$ cat config.mk
export PLATFORM = sky130hd
export DESIGN_NAME = vga_sync_gen
export DESIGN_NICKNAME = d
export VERILOG_FILES = /design/src/rtl/vga_timing_pkg.sv /design/src/rtl/vga_seq_checker.sv /design/src/rtl/vga_sync_gen.sv
export SDC_FILE = /design/constraint.sdc
export NUM_CORES = 1
export LEC_CHECK = 0
export ABC_CLOCK_PERIOD_IN_PS = 3400
export BUFFER_PORTS_ARGS = -buffer_cell sky130_fd_sc_hd__buf_2
export CORE_MARGIN = 2
export CORE_UTILIZATION = 35
export DETAILED_ROUTE_END_ITERATION = 8
export GPL_TIMING_DRIVEN = 0
export PLACE_DENSITY_LB_ADDON = 0.2
export SLEW_MARGIN = 20
export SYNTH_ARGS = -nofsm -noshare
export SYNTH_HDL_FRONTEND = slang
export SYNTH_HIERARCHICAL = 1
export SYNTH_SLANG_ARGS = --single-unit
$ cat constraint.sdc
create_clock -name clk25 -period 3.4 [get_ports clk25]
set_input_delay 0.68 -clock clk25 [delete_from_list [all_inputs] [get_ports clk25]]
set_output_delay 0.68 -clock clk25 [all_outputs]
set_load 0.05 [all_outputs]
$ cat src/rtl/vga_timing_pkg.sv
// Shared VGA timing constants (640x400 @ 25 MHz pixel clock) and the
// vertical phase encoding used by the sync decoder and the pixel counter.
package vga_timing_pkg;

  localparam logic [9:0] H_VISIBLE     = 10'd640;
  localparam logic [9:0] H_FRONT_PX    = 10'd16;
  localparam logic [9:0] H_SYNC_PX     = 10'd96;
  localparam logic [9:0] H_TOTAL       = 10'd800;
  localparam logic [9:0] H_LAST        = H_TOTAL - 10'd1;
  localparam logic [9:0] HSYNC_START   = H_VISIBLE + H_FRONT_PX;
  localparam logic [9:0] HSYNC_END     = HSYNC_START + H_SYNC_PX;

  localparam logic [8:0] V_VISIBLE     = 9'd400;
  localparam logic [8:0] V_FRONT_LINES = 9'd12;
  localparam logic [8:0] V_SYNC_LINES  = 9'd2;
  localparam logic [8:0] V_TOTAL       = 9'd449;
  localparam logic [8:0] V_LAST        = V_TOTAL - 9'd1;
  localparam logic [8:0] VSYNC_START   = V_VISIBLE + V_FRONT_LINES;
  localparam logic [8:0] VBACK_START   = VSYNC_START + V_SYNC_LINES;

  localparam logic HSYNC_POL = 1'b0;
  localparam logic VSYNC_POL = 1'b1;

  typedef enum logic [1:0] {
    V_ACTIVE,
    V_FRONT,
    V_SYNC,
    V_BACK
  } vphase_t;

  // Line number that follows v, wrapping after the last line of the frame.
  function automatic logic [8:0] next_line(input logic [8:0] v);
    return (v == V_LAST) ? 9'd0 : v + 9'd1;
  endfunction

endpackage

$ cat src/rtl/vga_seq_checker.sv
// Watches the incoming (horizontal, vertical) pair and raises a sticky flag
// as soon as the counter skips, repeats or leaves the legal range.
module vga_seq_checker
  import vga_timing_pkg::*;
(
  input  logic       clk25,
  input  logic       reset,
  input  logic [9:0] horizontal,
  input  logic [8:0] vertical,
  output logic       seq_error
);

  logic [9:0] prev_h_q, prev_h_d;
  logic [8:0] prev_v_q, prev_v_d;
  logic       armed_q, armed_d;
  logic       err_q, err_d;
  logic [9:0] exp_h;
  logic [8:0] exp_v;
  logic       in_range;

  // Predict the next pair from the previous one and fold any mismatch into the sticky flag.
  always_comb begin
    in_range = (horizontal <= H_LAST) && (vertical <= V_LAST);
    if (prev_h_q == H_LAST) begin
      exp_h = 10'd0;
      exp_v = next_line(prev_v_q);
    end else begin
      exp_h = prev_h_q + 10'd1;
      exp_v = prev_v_q;
    end
    prev_h_d = horizontal;
    prev_v_d = vertical;
    armed_d  = 1'b1;
    err_d    = err_q;
    if (!in_range) begin
      err_d = 1'b1;
    end else if (armed_q && ((horizontal != exp_h) || (vertical != exp_v))) begin
      err_d = 1'b1;
    end
  end

  // Previous-sample, arming and sticky-error registers; the first sample after reset only arms.
  always_ff @(posedge clk25 or negedge reset) begin
    if (!reset) begin
      prev_h_q <= 10'd0;
      prev_v_q <= 9'd0;
      armed_q  <= 1'b0;
      err_q    <= 1'b0;
    end else begin
      prev_h_q <= prev_h_d;
      prev_v_q <= prev_v_d;
      armed_q  <= armed_d;
      err_q    <= err_d;
    end
  end

  assign seq_error = err_q;

endmodule

$ cat src/rtl/vga_sync_gen.sv
// Decodes the pixel counter into registered sync, enable, coordinate and
// strobe outputs, tracks the vertical phase and counts completed frames.
module vga_sync_gen
  import vga_timing_pkg::*;
(
  input  logic       clk25,
  input  logic       reset,
  input  logic [9:0] horizontal,
  input  logic [8:0] vertical,
  output logic       hsync,
  output logic       vsync,
  output logic       display_en,
  output logic [9:0] pixel_x,
  output logic [8:0] pixel_y,
  output logic       line_start,
  output logic       frame_start,
  output logic [7:0] frame_count,
  output logic       seq_error
);

  vphase_t    state_q, state_d;
  logic [8:0] line_next;
  logic       in_range;

  logic       hsync_q, hsync_d;
  logic       vsync_q, vsync_d;
  logic       display_en_q, display_en_d;
  logic [9:0] pixel_x_q, pixel_x_d;
  logic [8:0] pixel_y_q, pixel_y_d;
  logic       line_start_q, line_start_d;
  logic       frame_start_q, frame_start_d;
  logic [7:0] frame_count_q, frame_count_d;
  logic       frame_seen_q, frame_seen_d;

  // Vertical phase: advance at line end based on the line about to begin; hold on bad input.
  always_comb begin
    state_d   = state_q;
    in_range  = (horizontal <= H_LAST) && (vertical <= V_LAST);
    line_next = next_line(vertical);
    if (in_range && (horizontal == H_LAST)) begin
      case (state_q)
        V_ACTIVE: if (line_next == V_VISIBLE)   state_d = V_FRONT;
        V_FRONT:  if (line_next == VSYNC_START) state_d = V_SYNC;
        V_SYNC:   if (line_next == VBACK_START) state_d = V_BACK;
        V_BACK:   if (line_next == 9'd0)        state_d = V_ACTIVE;
        default:  state_d = V_ACTIVE;
      endcase
    end
  end

  // Sync/enable/coordinate decode and frame counting for the current input pair.
  always_comb begin
    hsync_d       = ~HSYNC_POL;
    vsync_d       = ~VSYNC_POL;
    if (in_range && (horizontal >= HSYNC_START) && (horizontal < HSYNC_END)) hsync_d = HSYNC_POL;
    if (in_range && (state_q == V_SYNC)) vsync_d = VSYNC_POL;
    display_en_d  = in_range && (horizontal < H_VISIBLE) && (state_q == V_ACTIVE);
    pixel_x_d     = display_en_d ? horizontal : 10'd0;
    pixel_y_d     = display_en_d ? vertical : 9'd0;
    line_start_d  = in_range && (horizontal == 10'd0);
    frame_start_d = line_start_d && (vertical == 9'd0);
    frame_count_d = frame_count_q;
    frame_seen_d  = frame_seen_q;
    if (frame_start_d) begin
      // The first frame start after reset opens a frame rather than completing one.
      if (frame_seen_q) frame_count_d = frame_count_q + 8'd1;
      frame_seen_d = 1'b1;
    end
  end

  // Phase register and output registers; reset aborts immediately.
  always_ff @(posedge clk25 or negedge reset) begin
    if (!reset) begin
      state_q       <= V_ACTIVE;
      hsync_q       <= ~HSYNC_POL;
      vsync_q       <= ~VSYNC_POL;
      display_en_q  <= 1'b0;
      pixel_x_q     <= 10'd0;
      pixel_y_q     <= 9'd0;
      line_start_q  <= 1'b0;
      frame_start_q <= 1'b0;
      frame_count_q <= 8'd0;
      frame_seen_q  <= 1'b0;
    end else begin
      state_q       <= state_d;
      hsync_q       <= hsync_d;
      vsync_q       <= vsync_d;
      display_en_q  <= display_en_d;
      pixel_x_q     <= pixel_x_d;
      pixel_y_q     <= pixel_y_d;
      line_start_q  <= line_start_d;
      frame_start_q <= frame_start_d;
      frame_count_q <= frame_count_d;
      frame_seen_q  <= frame_seen_d;
    end
  end

  vga_seq_checker u_seq_checker (
    .clk25      (clk25),
    .reset      (reset),
    .horizontal (horizontal),
    .vertical   (vertical),
    .seq_error  (seq_error)
  );

  assign hsync       = hsync_q;
  assign vsync       = vsync_q;
  assign display_en  = display_en_q;
  assign pixel_x     = pixel_x_q;
  assign pixel_y     = pixel_y_q;
  assign line_start  = line_start_q;
  assign frame_start = frame_start_q;
  assign frame_count = frame_count_q;

endmodule
==> out/results.md <==
Run status
• outcome: finished clean

Clock tree
• # clock sinks: 56
• number of buffers on the longest clock path: 2
• clock insertion delay at the later pin of the skew report: 0.32 ns
• register clock-pin slew on the reported worst setup and hold paths: 0.11 ns
• clock root buffer master: sky130_fd_sc_hd__clkbuf_8
• H-Tree Depth: 2
• post-CTS setup buffers: 0
• count of cells resized by post-cts repair: 0
• number of buffers inserted during clock tree synthesis: 5
• clock tree from TritonCTS: built
• number of buffers inserted by hold repair at cts: 0

STA
• post-route clock period utilization: 85.6%
• maximum clock skew at final layout: 0.0169 ns
• setup ws final: 0.490 ns
• max-slew violation total from the final report: 0
• Worst Hold Margin: 0.388 ns
• final period demand of the worst path: 2.91 ns
• Setup Viol. Count Final: 0
• worst slew pin tran: 0.716 ns
• final hold vios: 0
• unrepaired setup endpoints after global routing: no
• headroom to the max-slew limit: 52.3%
• accumulated negative setup slack: 0 ns
• Fmax: 344 MHz

Setup path
• data required time at the worst endpoint: 3.59 ns
• FF-to-FF setup slack: 0.49 ns
• Crit Reg-Reg Startpoint: u_seq_checker/prev_h_q[0]
• biggest cell delay along the critical path: 0.52 ns
• Critical Path Source: u_seq_checker/prev_h_q[0]
• biggest fanout along the worst timing path: 9
• end of the worst register-to-register path: u_seq_checker/seq_error
• cell count of the worst reg-to-reg path: 8
• start-to-end type of the worst setup path: reg2reg
• category of cells accounting for the largest share of critical-path delay: simple AND/OR/NAND/NOR gates
• total number of cells along the worst setup path: 8
• Worst Setup End Kind: flop
• CP max stage cell: sky130_fd_sc_hd__nor3_2
• startpoint type of the worst setup path: flop
• Crit path arrival time: 3.10 ns
• Cell Chain, Critical Path: ha_1 > nand4_4 > nor3_2 > nand4_1 > xnor2_1 > or4_1 > nor4_1 > a41oi_1
• critical path buffer and inverter count: 0

Global routing
• global-route usage over all layers: 17.0%
• met2 Resource Use GR: 27.0%
• met3 usage: 2.48%
• number of global-route vias before repair: 2,558
• GRT Max-Usage Layer: met2
• maximum number of pins on one net before global-route repair: 57
• total gr overflow: 0
• met1 track demand over resource in global routing: 24.5%
• global-route wire length before repair: 13.3 mm
• initial antenna violation count: 0

Synth
• EDFF count, synth: 0
• sequential-to-total area share from yosys stat: 44.8%
• post-synthesis cell count: 307
• distinct cell type count after synthesis: 68
• prevailing post-synth register cell: sky130_fd_sc_hd__dfrtp_1
• cell taking the most area after synthesis: sky130_fd_sc_hd__dfrtp_1
• FFs w/ async S/R, synth: 100%
• top-area cell type share of the netlist area: 44.0%
• syn_area_per_cell: 10.2 um^2
• flops & latches, synth: 56
• cell area after technology mapping: 3130 um^2
• net count of the mapped netlist: 339
• Synthesis Warnings: 6
• cells taking the most area after synthesis: sky130_fd_sc_hd__dfrtp_1 (44%), sky130_fd_sc_hd__ha_1 (4.4%), sky130_fd_sc_hd__xnor2_1 (3.6%)

Floorplanning
• die span in y: 98.6 um
• number of standard-cell rows in the floorplan: 34
• Floorplan Core Area: 8680 um^2
• Initial Utilization: 36.1%
• Die Span X: 98.6 um
• area of the die: 9720 um^2
• count of boundary I/O pins: 54

Drt
• number of remaining DRC errors: 0
• via/cell ratio: 5.35
• count of routing violations after the opening detailed-route iteration: 150
• length of the first detailed-routing pass in iterations: 4
• vias after detailed routing: 2,547
• residual antenna-violating net count after detailed routing: 0
• Routed WL per cell: 16.5 um
• total routed wirelength: 7.85 mm

Power
• NetSw: 0.361 mW
• relative contribution of sequential cells to total power: 55.7%
• clock group share of total power: 31.7%
• share of total power in combinational logic: 12.6%
• net switching share of the total power: 29.0%
• internal power: 0.885 mW
• total power per unit cell area: 343 nW/um^2
• worst-case vdd ir drop: 0.183 mV
• static leakage: 1.66 nW
• post-layout total power: 1.25 mW

Cells and area
• count of fill cells added during filler insertion: 896
• end-of-flow core utilization: 41.9%
• Area growth, synth to finish: 16.0%
• number of nets in the layout: 399
• fraction of layout cells with a size suffix above 1: 23.9%
• Diodes inserted: 0

Placed design
• GPL Wtd Cong: 0.870
• half-perimeter wire length after detailed placement: 5.72 mm
• Post-Place Setup Slack: 0.194 ns
• Buffers on Ports: 53

Worst hold path
• hold crit path type: in2async

Job
• max_cap viols: 0

## logic make-up after synthesis
group / after synthesis / synth area share, %
AND/OR/NAND/NOR: 130 / 24.7
AO/OA/AOI/OAI: 59 / 13.9
flip-flops: 56 / 44.8
XOR/XNOR: 25 / 6.99
buffers and inverters: 19 / 2.88
adder cells (fa/ha/maj): 11 / 4.40
multiplexers: 6 / 2.16
other: 1 / 0.120
## power groups by stage
stage	clock, mW	sequential (mW)	combinational, mW
2_1_floorplan	0	0.705	0.0844
3_3_place_gp	0	0.707	0.155
3_5_place_dp	0	0.707	0.156
4_1_cts	0.408	0.694	0.157
5_1_grt	0.431	0.697	0.175
6_report	0.395	0.695	0.157
## sequential cells by signal, summed over array words and instances, names as in the netlist, 2 cells and up
name,count
frame_count,8
pixel_x,10
pixel_y,9
state_q,2
u_seq_checker/prev_h_q,10
u_seq_checker/prev_v_q,9
## placed cells by master (no fill, tap or decap), drive strengths merged, types with 13 or more instances in the layout
| cell type | instances |
|---|---|
| inv | 15 |
| and2 | 17 |
| buf | 56 |
| o21ai | 13 |
| dfrtp | 55 |
| nor2 | 21 |
| nand2 | 19 |
| xnor2 | 13 |
| nor3 | 13 |
| nand3 | 14 |
## per-stage QoR
step,instances,cell area (um^2)
6_report,476,3630
5_1_grt,476,3630
4_1_cts,476,3630
3_5_place_dp,468,3530
3_3_place_gp,468,3530
2_1_floorplan,307,3130
## synthesized netlist by cell type, types with 3 or more instances
| cell | instances |
|---|---|
| sky130_fd_sc_hd__nand2b_1 | 4 |
| sky130_fd_sc_hd__nor2_1 | 20 |
| sky130_fd_sc_hd__xor2_1 | 12 |
| sky130_fd_sc_hd__mux2i_1 | 3 |
| sky130_fd_sc_hd__inv_1 | 12 |
| sky130_fd_sc_hd__o21a_1 | 3 |
| sky130_fd_sc_hd__a21oi_1 | 12 |
| sky130_fd_sc_hd__and3_1 | 4 |
| sky130_fd_sc_hd__a31oi_1 | 4 |
| sky130_fd_sc_hd__nand2_1 | 18 |
| sky130_fd_sc_hd__dfrtp_1 | 55 |
| sky130_fd_sc_hd__nand3_1 | 11 |
| sky130_fd_sc_hd__nand4_1 | 9 |
| sky130_fd_sc_hd__o21ai_0 | 11 |
| sky130_fd_sc_hd__and4_1 | 3 |
| sky130_fd_sc_hd__ha_1 | 11 |
| sky130_fd_sc_hd__xnor2_1 | 13 |
| sky130_fd_sc_hd__and2_1 | 17 |
| sky130_fd_sc_hd__clkbuf_1 | 3 |
| sky130_fd_sc_hd__nor4_1 | 9 |
| sky130_fd_sc_hd__nor3_1 | 13 |
| sky130_fd_sc_hd__nand3_2 | 3 |
| sky130_fd_sc_hd__a211oi_1 | 3 |
## worst max-delay path by stage
stage	to	slack, ns
after floorplan	u_seq_checker/seq_error	0.79
after global placement	u_seq_checker/seq_error	0.08
after detailed placement	u_seq_checker/seq_error	0.19
after CTS	u_seq_checker/seq_error	0.17
after global routing	u_seq_checker/seq_error	0.24
final	u_seq_checker/seq_error	0.49
## final cells by class
type / count / area, um^2 / share of cell area, %
Clock inverter: 3 / 25.0 / 0.689
Clock buffer: 5 / 68.8 / 1.89
Timing Repair Buffer: 53 / 268 / 7.37
Sequential cell: 56 / 1400 / 38.6
Tap cell: 108 / 135 / 3.72
Inverter: 13 / 48.8 / 1.34
Multi-Input combinational cell: 232 / 1640 / 45.2
Buffer: 6 / 41.3 / 1.14
## layer usage
metal	up-vias	routed length (um)
li1	1241	-
met3	6	335
met1	1238	3860
met5	-	0
met2	62	3570
met4	0	85
Note: power is estimated with default switching activity, not from simulation.
